$ cat src/rtl/msrh_conf_pkg.sv
// msrh_conf_pkg: core-wide configuration knobs shared by rename/dispatch.
// Rev 1.0
`default_nettype none

package msrh_conf_pkg;
    localparam int DISP_SIZE = 2;
endpackage

`default_nettype wire

$ cat src/rtl/msrh_pkg.sv
// msrh_pkg: rename-stage sizes and the ROB commit rename update record.
// Rev 1.0
`default_nettype none

package msrh_pkg;
    localparam int FLIST_SIZE = 32;
    // Architectural IDs occupy 0..31; each lane owns FLIST_SIZE physical IDs above that.
    localparam int RNID_SIZE  = 128;
    localparam int RNID_W     = $clog2(RNID_SIZE);

    typedef enum logic [1:0] {
        EXC_NONE   = 2'd0,
        EXC_BRANCH = 2'd1,
        EXC_TRAP   = 2'd2,
        EXC_FLUSH  = 2'd3
    } except_t;

    typedef struct packed {
        logic                                              commit;
        logic [msrh_conf_pkg::DISP_SIZE-1:0]               rnid_valid;
        logic [msrh_conf_pkg::DISP_SIZE-1:0][RNID_W-1:0]   old_rnid;
        logic [msrh_conf_pkg::DISP_SIZE-1:0][RNID_W-1:0]   rd_rnid;
        logic [msrh_conf_pkg::DISP_SIZE-1:0]               dead_id;
        logic                                              all_dead;
        logic                                              except_valid;
        except_t                                           except_type;
    } cmt_rnid_upd_t;
endpackage

`default_nettype wire

$ cat src/rtl/msrh_freelist_fifo.sv
// msrh_freelist_fifo: single-lane RNID FIFO, reset-filled with LANE_BASE + k.
// Rev 1.0
`default_nettype none

module msrh_freelist_fifo #(
    parameter int FLIST_SIZE = 32,
    parameter int RNID_W     = 7,
    parameter int LANE_BASE  = 32
) (
    input  logic                            i_clk,
    input  logic                            i_reset_n,
    input  logic                            i_push,
    input  logic [RNID_W-1:0]               i_push_rnid,
    input  logic                            i_pop,
    output logic                            o_ready,
    output logic [RNID_W-1:0]               o_rnid,
    output logic [$clog2(FLIST_SIZE):0]     o_count
);
    localparam int PTR_W = $clog2(FLIST_SIZE);
    localparam int CNT_W = PTR_W + 1;

    logic [RNID_W-1:0] mem [FLIST_SIZE];
    logic [PTR_W-1:0]  head;
    logic [PTR_W-1:0]  tail;
    logic [CNT_W-1:0]  count;
    logic              full;
    logic              pop_ok;
    logic              push_ok;

    assign full    = (count == CNT_W'(FLIST_SIZE));
    assign pop_ok  = i_pop & (count != '0);
    // A full lane may still accept a push when the same cycle pops a slot free.
    assign push_ok = i_push & (~full | pop_ok);

    assign o_ready = (count != '0);
    assign o_rnid  = mem[head];
    assign o_count = count;

    always_ff @(posedge i_clk) begin
        if (!i_reset_n) begin
            for (int k = 0; k < FLIST_SIZE; k++) begin
                mem[k] <= RNID_W'(LANE_BASE + k);
            end
            head  <= '0;
            tail  <= '0;
            count <= CNT_W'(FLIST_SIZE);
        end else begin
            if (push_ok) begin
                mem[tail] <= i_push_rnid;
                tail      <= tail + PTR_W'(1);
            end
            if (pop_ok) begin
                head <= head + PTR_W'(1);
            end
            if (push_ok && !pop_ok) begin
                count <= count + CNT_W'(1);
            end else if (pop_ok && !push_ok) begin
                count <= count - CNT_W'(1);
            end
        end
    end

    always_ff @(posedge i_clk) begin
        if (i_reset_n) begin
            assert (!(i_push && full && !pop_ok));
        end
    end

endmodule

`default_nettype wire

$ cat src/rtl/msrh_rnid_freelist.sv
// msrh_rnid_freelist: per-lane physical register free lists fed by ROB commit.
// Rev 1.0
`default_nettype none

module msrh_rnid_freelist
    import msrh_pkg::cmt_rnid_upd_t;
#(
    parameter int DISP_SIZE  = msrh_conf_pkg::DISP_SIZE,
    parameter int FLIST_SIZE = msrh_pkg::FLIST_SIZE,
    parameter int RNID_W     = msrh_pkg::RNID_W
) (
    input  logic                                          i_clk,
    input  logic                                          i_reset_n,
    input  cmt_rnid_upd_t                                 i_cmt_rnid_upd,
    input  logic [DISP_SIZE-1:0]                          i_pop_valid,
    output logic [DISP_SIZE-1:0]                          o_pop_ready,
    output logic [DISP_SIZE-1:0][RNID_W-1:0]              o_pop_rnid,
    output logic [DISP_SIZE-1:0][$clog2(FLIST_SIZE):0]    o_count
);
    logic [DISP_SIZE-1:0]             push;
    logic [DISP_SIZE-1:0][RNID_W-1:0] push_rnid;

    // Exception information never influences which RNID is returned.
    logic unused_except;
    assign unused_except = ^{i_cmt_rnid_upd.except_valid, i_cmt_rnid_upd.except_type};

    generate
        for (genvar l = 0; l < DISP_SIZE; l++) begin : g_lane
            assign push[l] = i_cmt_rnid_upd.commit & i_cmt_rnid_upd.rnid_valid[l];
            // Dead instructions hand back their own speculative mapping; live ones retire the old one.
            assign push_rnid[l] = (i_cmt_rnid_upd.dead_id[l] | i_cmt_rnid_upd.all_dead)
                                ? i_cmt_rnid_upd.rd_rnid[l]
                                : i_cmt_rnid_upd.old_rnid[l];

            msrh_freelist_fifo #(
                .FLIST_SIZE (FLIST_SIZE),
                .RNID_W     (RNID_W),
                .LANE_BASE  (32 + l * FLIST_SIZE)
            ) u_fifo (
                .i_clk       (i_clk),
                .i_reset_n   (i_reset_n),
                .i_push      (push[l]),
                .i_push_rnid (push_rnid[l]),
                .i_pop       (i_pop_valid[l]),
                .o_ready     (o_pop_ready[l]),
                .o_rnid      (o_pop_rnid[l]),
                .o_count     (o_count[l])
            );
        end
    endgenerate

endmodule

`default_nettype wire

$ cat config.mk
export PLATFORM = sky130hd
export DESIGN_NAME = msrh_rnid_freelist
export DESIGN_NICKNAME = d
export VERILOG_FILES = /design/src/rtl/msrh_conf_pkg.sv /design/src/rtl/msrh_pkg.sv /design/src/rtl/msrh_freelist_fifo.sv /design/src/rtl/msrh_rnid_freelist.sv
export SDC_FILE = /design/constraint.sdc
export NUM_CORES = 1
export LEC_CHECK = 0
export ABC_AREA = 0
export CAP_MARGIN = 20
export CORE_UTILIZATION = 43
export DETAILED_ROUTE_END_ITERATION = 7
export PLACE_DENSITY = 0.7
export SYNTH_ARGS = -nofsm -noshare
export SYNTH_HDL_FRONTEND = slang
export SYNTH_SLANG_ARGS = --single-unit
$ cat constraint.sdc
create_clock -name i_clk -period 4.2 [get_ports i_clk]
set_input_delay 0.63 -clock i_clk [delete_from_list [all_inputs] [get_ports i_clk]]
set_output_delay 0.63 -clock i_clk [all_outputs]
set_load 0.02 [all_outputs]
==> results.yml <==
outcome:
  status: "complete, no violations"
cts:
  cts.hold.buffers_added: 0
  cts_root_buffer: "clkbuf_16"
  cts_made_buffers: 52
  cts_tree: "built"
  clk_path_buf_depth: 3
  cts-resized-gates: 0
  h-tree-depth: 2
  clkLatencyLatePin_ns: 0.61
  clk_pin_slew_ns: 0.06
  cts_setup_buffers: 0
  clock_sinks: 490
floorplanning:
  die_width_microns: 230
  dieArea_sq_um: 53000
  start_util: 0.436
  die_h_microns: 230
  rows: 83
  ioPinCount: 69
  core_sq_um: 51400
cells_and_area:
  drive_above_1_share: 0.123
  n_fill_cell: 4298
  fin_nets: 1861
  final_common_cell: "edfxtp_1"
  diodes: 0
  areaGrowthSynthToFinish_pct: 14.3
  fin_util: 0.498
  layout_common_cells: "448 x edfxtp_1, 380 x nand2_1, 319 x nor2_1"
global_routing:
  antenna_found_initial: 0
  grt_max_degree: 45
  grt.overflow.total: 0
  grt_pass1_vias: 14600
  grt_pass1_wl_mm: 83.3
  track_usage: 0.203
power_and_ir_drop:
  ir_drop_mv: 0.313
  p_leak_nw: 7.59
  p_per_area_nw_per_um2: 474
  power_mw: 12.1
sta:
  fin_crit_ns: 3.98
  hold_ws_ns: 0.506
  tns_ns: 0
  rsz0062_at_grt: "false"
  slew-limit-headroom: 0.298
  max_freq_ghz: 0.251
  clock_skew_ns: 0.0277
  maxSlewViolCount: 0
  finalWorstSetupSlack_ns: 0.222
  worst_slew_pin_slew_ns: 1.04
  hold_violations: 0
  finalCritPeriodShare: 0.947
  setup_viol_count_final: 0
detailed_routing:
  drt_pass1_iterations: 6
  wire_per_inst_microns: 21.3
  drt_iter0_drc: 1616
  ant_nets: 0
  vias: 14400
  avgViaCountPerCell: 5.71
  drt_wl_total_mm: 53.7
  drc: 0
worst_setup_path:
  crit_type: "flop to output port"
  crit_path_end_kind: "output port"
  crit_path_max_fanout: 15
  start_kind: "flop"
  arrival_ns: 3.35
  crit_required_ns: 3.57
placed_design:
  pre_cts_ws_ns: 0.547
  portBuffers: 65
  dpl.hpwl_mm: 37.0
  routabilityCongestion: 0.888
logic_synthesis:
  postSynthAreaPerCell_sq_um: 12.7
  synth_ff_type: "edfxtp_1"
  yosys_warnings: 0
  synth_edf_count: 448
  yosysSeqAreaShare: 0.638
  synth_nets: 1825
  synthCells: 1762
  yosysUniqueCellTypes: 49
  netlist_area_sq_um: 22400
  synth_seq_cells: 490
  synth_async_sr_flop_share: 0
hold_path:
  hp-class: "flop to flop"
run:
  maxCapViolCount: 0
==> final cells by class <==
| class | count | area (sq um) | area share |
|---|---|---|---|
| clock buffers | 67 | 1360 | 0.0530 |
| inverters | 11 | 41.3 | 0.00161 |
| clock inverters | 29 | 325 | 0.0127 |
| repair buffers | 99 | 976 | 0.0381 |
| flip-flops and latches | 490 | 14300 | 0.559 |
| well taps | 680 | 851 | 0.0332 |
| multi-input cells | 1144 | 7750 | 0.303 |
==> metal layers <==
layer | vias to the layer above | global-route usage | wire, microns | part of all wire
met3 | 102 | 0.0309 | 3590 | 0.067
met2 | 613 | 0.354 | 27200 | 0.51
met4 | 0 | 0.0642 | 1450 | 0.027
met5 | - | 0 | 0 | 0
met1 | 7199 | 0.260 | 21400 | 0.40
li1 | 6486 | - | - | -
==> stage by stage <==
stage / std cells / cell area, sq um
after floorplan: 1762 / 22400
after global placement: 2420 / 23800
after detailed placement: 2422 / 23900
after CTS: 2518 / 25600
after global routing: 2520 / 25600
final: 2520 / 25600
==> flip-flops by register name, indices dropped and copies added (netlist names), named ones only <==
register / cells
g_lane.u_fifo.head: 10
g_lane.u_fifo.mem: 448
g_lane.u_fifo.o_count: 12
g_lane.u_fifo.tail: 10
==> worst paths after layout <==
| check | start | endpoint | slack, ns | depth (start not counted) |
|---|---|---|---|---|
| setup / recovery | flop | o_pop_rnid[3] | 0.22 | 5 |
| hold / removal | g_lane[0].u_fifo.o_count[2] | g_lane[0].u_fifo.o_count[2] | 0.51 | 2 |
| setup reg to reg | g_lane[1].u_fifo.o_count[1] | g_lane[1].u_fifo.o_count[5] | 0.59 | 10 |
| hold reg to reg | g_lane[0].u_fifo.o_count[2] | g_lane[0].u_fifo.o_count[2] | 0.51 | 2 |
==> report_power, final <==
part,internal [mW],switching (mW)
clock network,2.61,1.94
registers,5.47,0.200
logic,0.761,1.17
total,8.84,3.31
==> synth_stat cells, types with 3 or more instances <==
cell type,n,area (sq um)
edfxtp_1,448,13500
nand2_1,380,1430
nor2_1,321,1200
mux4_2,84,1890
clkbuf_1,83,312
mux2i_1,75,751
a22oi_1,56,420
dfxtp_1,42,841
buf_2,27,135
a21oi_1,24,120
nand3_1,24,120
ha_1,20,250
nand4_1,16,100
xor2_1,15,131
and2_1,11,68.8
inv_1,11,41.3
o21ai_0,10,50.1
or3_1,10,62.6
o311ai_4,8,210
o31ai_1,8,60.1
and3b_1,7,61.3
nand3b_1,7,52.6
and3_1,6,37.5
o311a_1,6,60.1
nor3b_1,5,37.5
or2_2,5,31.3
a211oi_1,4,30.0
a21o_1,4,30.0
nor2b_1,4,25.0
nor4_1,4,25.0
and4_1,3,26.3
buf_1,3,11.3
nor3_1,3,15.0
==> cell families after synthesis <==
family | after synthesis | synth area share
AO/OA/AOI/OAI | 133 | 0.0510
XOR/XNOR | 17 | 0.00665
adder cells (fa/ha/maj) | 22 | 0.0130
buffers and inverters | 128 | 0.0240
flip-flops | 490 | 0.638
multiplexers | 159 | 0.118
AND/OR/NAND/NOR | 813 | 0.150
==> worst max-delay path: stages (launching register included) <==
cell and delay [ns]:
dfxtp_2 0.66, buf_4 0.34, mux4_2 0.56, a22oi_1 0.35, nand4_1 0.21, clkdlybuf4s50_1 0.58
No activity file was read; power rests on OpenSTA's default activity.
==> RTL edit: new RTL, same settings <==
Register the output `o_count`; this adds one clock of latency there. The other outputs are not delayed to match.
--- a/src/rtl/msrh_rnid_freelist.sv
+++ b/src/rtl/msrh_rnid_freelist.sv
@@ -19,2 +19,4 @@
 );
+
+    logic [DISP_SIZE-1:0][$clog2(FLIST_SIZE):0] o_count_d;
     logic [DISP_SIZE-1:0]             push;
@@ -46,3 +48,3 @@
                 .o_rnid      (o_pop_rnid[l]),
-                .o_count     (o_count[l])
+                .o_count     (o_count_d[l])
             );
@@ -50,2 +52,6 @@
     endgenerate
+
+    always_ff @(posedge i_clk) begin
+        o_count <= o_count_d;
+    end
 
Check against the original RTL: not settled (the Yosys comparison gave no result); the edit may change what the design does.
==> RTL edit against the original RTL <==
  * Worst setup slack got worse by 49 ps
  * Fmax fell by 1.2%
  * Cell area rose by 2.3%
  * Area after synthesis is 2.6% higher
  * Highest routed layer unchanged
  * Sequential power increased by 3%
  * Sequential cell count increased by 12
  * Total power grew 3.7%
  * Global-route usage down 0.41 points
  * Non-clock buffer count unchanged
  * Wire length decreased by 0.76%
  * Critical endpoint is now o_pop_rnid[2]
==> RTL edit: results (changes against the original RTL) <==
Route
The routed length per instance came to 21.0 um (-1.4%). The routed via count divided by cell count is 5.72 (+0.14%). The number of detailed-route iterations in the first pass was 5 (-1). The iteration-0 DRC count of the detailed router was 1,262 (-22%).

Min path
The worst hold-check path type is flop to flop.

Setup path
By startpoint and endpoint, the worst setup path is classified as flop to primary output. The maximum fanout along the worst path is 16 (+1). The length in cells of the worst reg-to-reg path is 11 (+1). The beginning of the worst register-to-register path is g_lane[1].u_fifo.o_count[1]$_SDFFE_PN0P_. The setup slack of the worst register-to-register path is 880 ps (+290 ps). The critical path ends at o_pop_rnid[2]. The arrival time of the worst setup path is 3400 ps (+50 ps).

GRT
The via count of the first global-routing pass was 14,300 (-1.8%). The pin count of the biggest net entering global routing came to 54 (+20%). The first-pass GRT wire length is 81,800 um (-1.7%). The overall routing resource usage came to 0.199 (-0.00411).

The initial antenna violation count was 0 (unchanged).

Timing
The worst max-slew margin expressed relative to the limit is 0.254 (-0.0436). The final setup skew came to 18.4 ps (-9.29 ps).

Layout
The total number of nets in the final design came to 1,870 (+0.48%). The share of cells above drive strength 1 is 0.147 (+0.0237). The number of fill cells came to 4,358 (+1.4%).

The count of inserted antenna diode cells was 0 (unchanged).

Clock network
The clock insertion delay at the later pin of the skew report is 590 ps (-20 ps). The clock input transition at the sequential cells of the worst setup and hold paths is 60 ps (about the same). The level count of the clock H-tree is 2 (unchanged).

The number of buffers created by CTS is 51 (-1.9%). The buffer levels on the longest clock path is 3 (unchanged). The post-CTS repair timing setup buffer count is 0 (unchanged).

Pwr
The total leakage power is 7.93 nW (+4.5%). The peak supply drop was 314 uV (+0.56%).

Synthesis
The count of different cell masters after synthesis was 56 (+14%). The number of flops mapped to enable cells by yosys was 448 (unchanged). The post-synthesis async set-or-reset flop share is 0 (unchanged). The sequential-to-total area share from yosys stat is 0.632 (-0.00580).

The post-synth net total is 1,834 (+0.49%). In the synthesized netlist, the cells that appear most often are edfxtp_1, nand2_1, nor2_1. By area the synthesized netlist is led by edfxtp_1, mux4_2, nand2_1.

Placed design
The placed wire-length estimate was 36,100 um (-2.3%). The global placer's final weighted congestion came to 0.873 (-1.7%).

Outcome
The run finished with clean final reports.
[RTL edit: cell types whose count changed after synthesis, sizes merged, moves of 5 or more]
cell,before,now
a21oi,24,16
xor2,15,0
and2,11,27
clkbuf,83,78
xnor2,2,15
a21boi,0,6
nor2,321,295
dfxtp,42,54
nor2b,4,9
[RTL edit: per-stage QoR]
stage	setup WS [ps]	cells	util	hold WS, ps	instance area (um^2)
finish	173	2537	0.498	400	26200
global route	1.14	2537	0.498	412	26200
CTS	129	2537	0.497	400	26200
detailed placement	678	2442	0.464	387	24400
global placement	756	2440	0.464	389	24400
floorplan	1300	1771	-	358	23000
[RTL edit: worst min path at each step]
stage	cells past startpoint	start	endpoint
after floorplan	0	g_lane[1].u_fifo.o_count[4]$_SDFFE_PN0P_	o_count[10]$_DFF_P_
after global placement	0	g_lane[1].u_fifo.o_count[3]$_SDFFE_PN0P_	o_count[9]$_DFF_P_
after detailed placement	0	g_lane[0].u_fifo.o_count[4]$_SDFFE_PN0P_	o_count[4]$_DFF_P_
final	0	g_lane[0].u_fifo.o_count[4]$_SDFFE_PN0P_	o_count[4]$_DFF_P_
after global routing	0	g_lane[0].u_fifo.o_count[3]$_SDFFE_PN0P_	o_count[3]$_DFF_P_
after CTS	0	g_lane[0].u_fifo.o_count[4]$_SDFFE_PN0P_	o_count[4]$_DFF_P_
[RTL edit: cell families (layout without fill, tap and decap cells)]
family                   after synthesis  after routing  synth area share
adder cells (fa/ha/maj)               22             22            0.0126
buffers and inverters                128            206            0.0242
XOR/XNOR                              15             15           0.00571
AO/OA/AOI/OAI                        137            137            0.0579
multiplexers                         159            159             0.115
AND/OR/NAND/NOR                      808            808             0.152
flip-flops                           502            502             0.632
[RTL edit: what timing repair did]
| action | in CTS | in global routing |
|---|---|---|
| hold buffers | 0 | 0 |
| resized for setup | 0 | 1 |
| setup endpoints to repair | 0 | 1 |
[RTL edit: final cells by class]
type / instances / share of cell area
clock inverter: 39 / 0.0170
tap: 688 / 0.0329
sequential: 502 / 0.555
clock buffer: 56 / 0.0498
inverter: 12 / 0.00172
multi-input combinational: 1141 / 0.309
timing repair buffer: 99 / 0.0349
[RTL edit: report_power, final]
| part | switching, mW | internal (mW) |
|---|---|---|
| logic | 1.21 | 0.795 |
| registers | 0.209 | 5.63 |
| clock network | 1.95 | 2.81 |
| total | 3.37 | 9.23 |
[RTL edit: worst max-delay path, stage by stage, from the launching register on]
cell and delay [ps]:
dfxtp_2 630, buf_4 380, buf_4 250, mux4_2 510
a22oi_1 250, nand4_1 170, clkdlybuf4s50_1 570
[RTL edit: metal layers]
layer | track usage | vias to the layer above | routed length (um)
met5 | 0 | - | 0
met4 | 0.0713 | 0 | 1740
met3 | 0.0409 | 116 | 4870
met2 | 0.323 | 639 | 25400
met1 | 0.265 | 7228 | 21300
li1 | - | 6534 | -
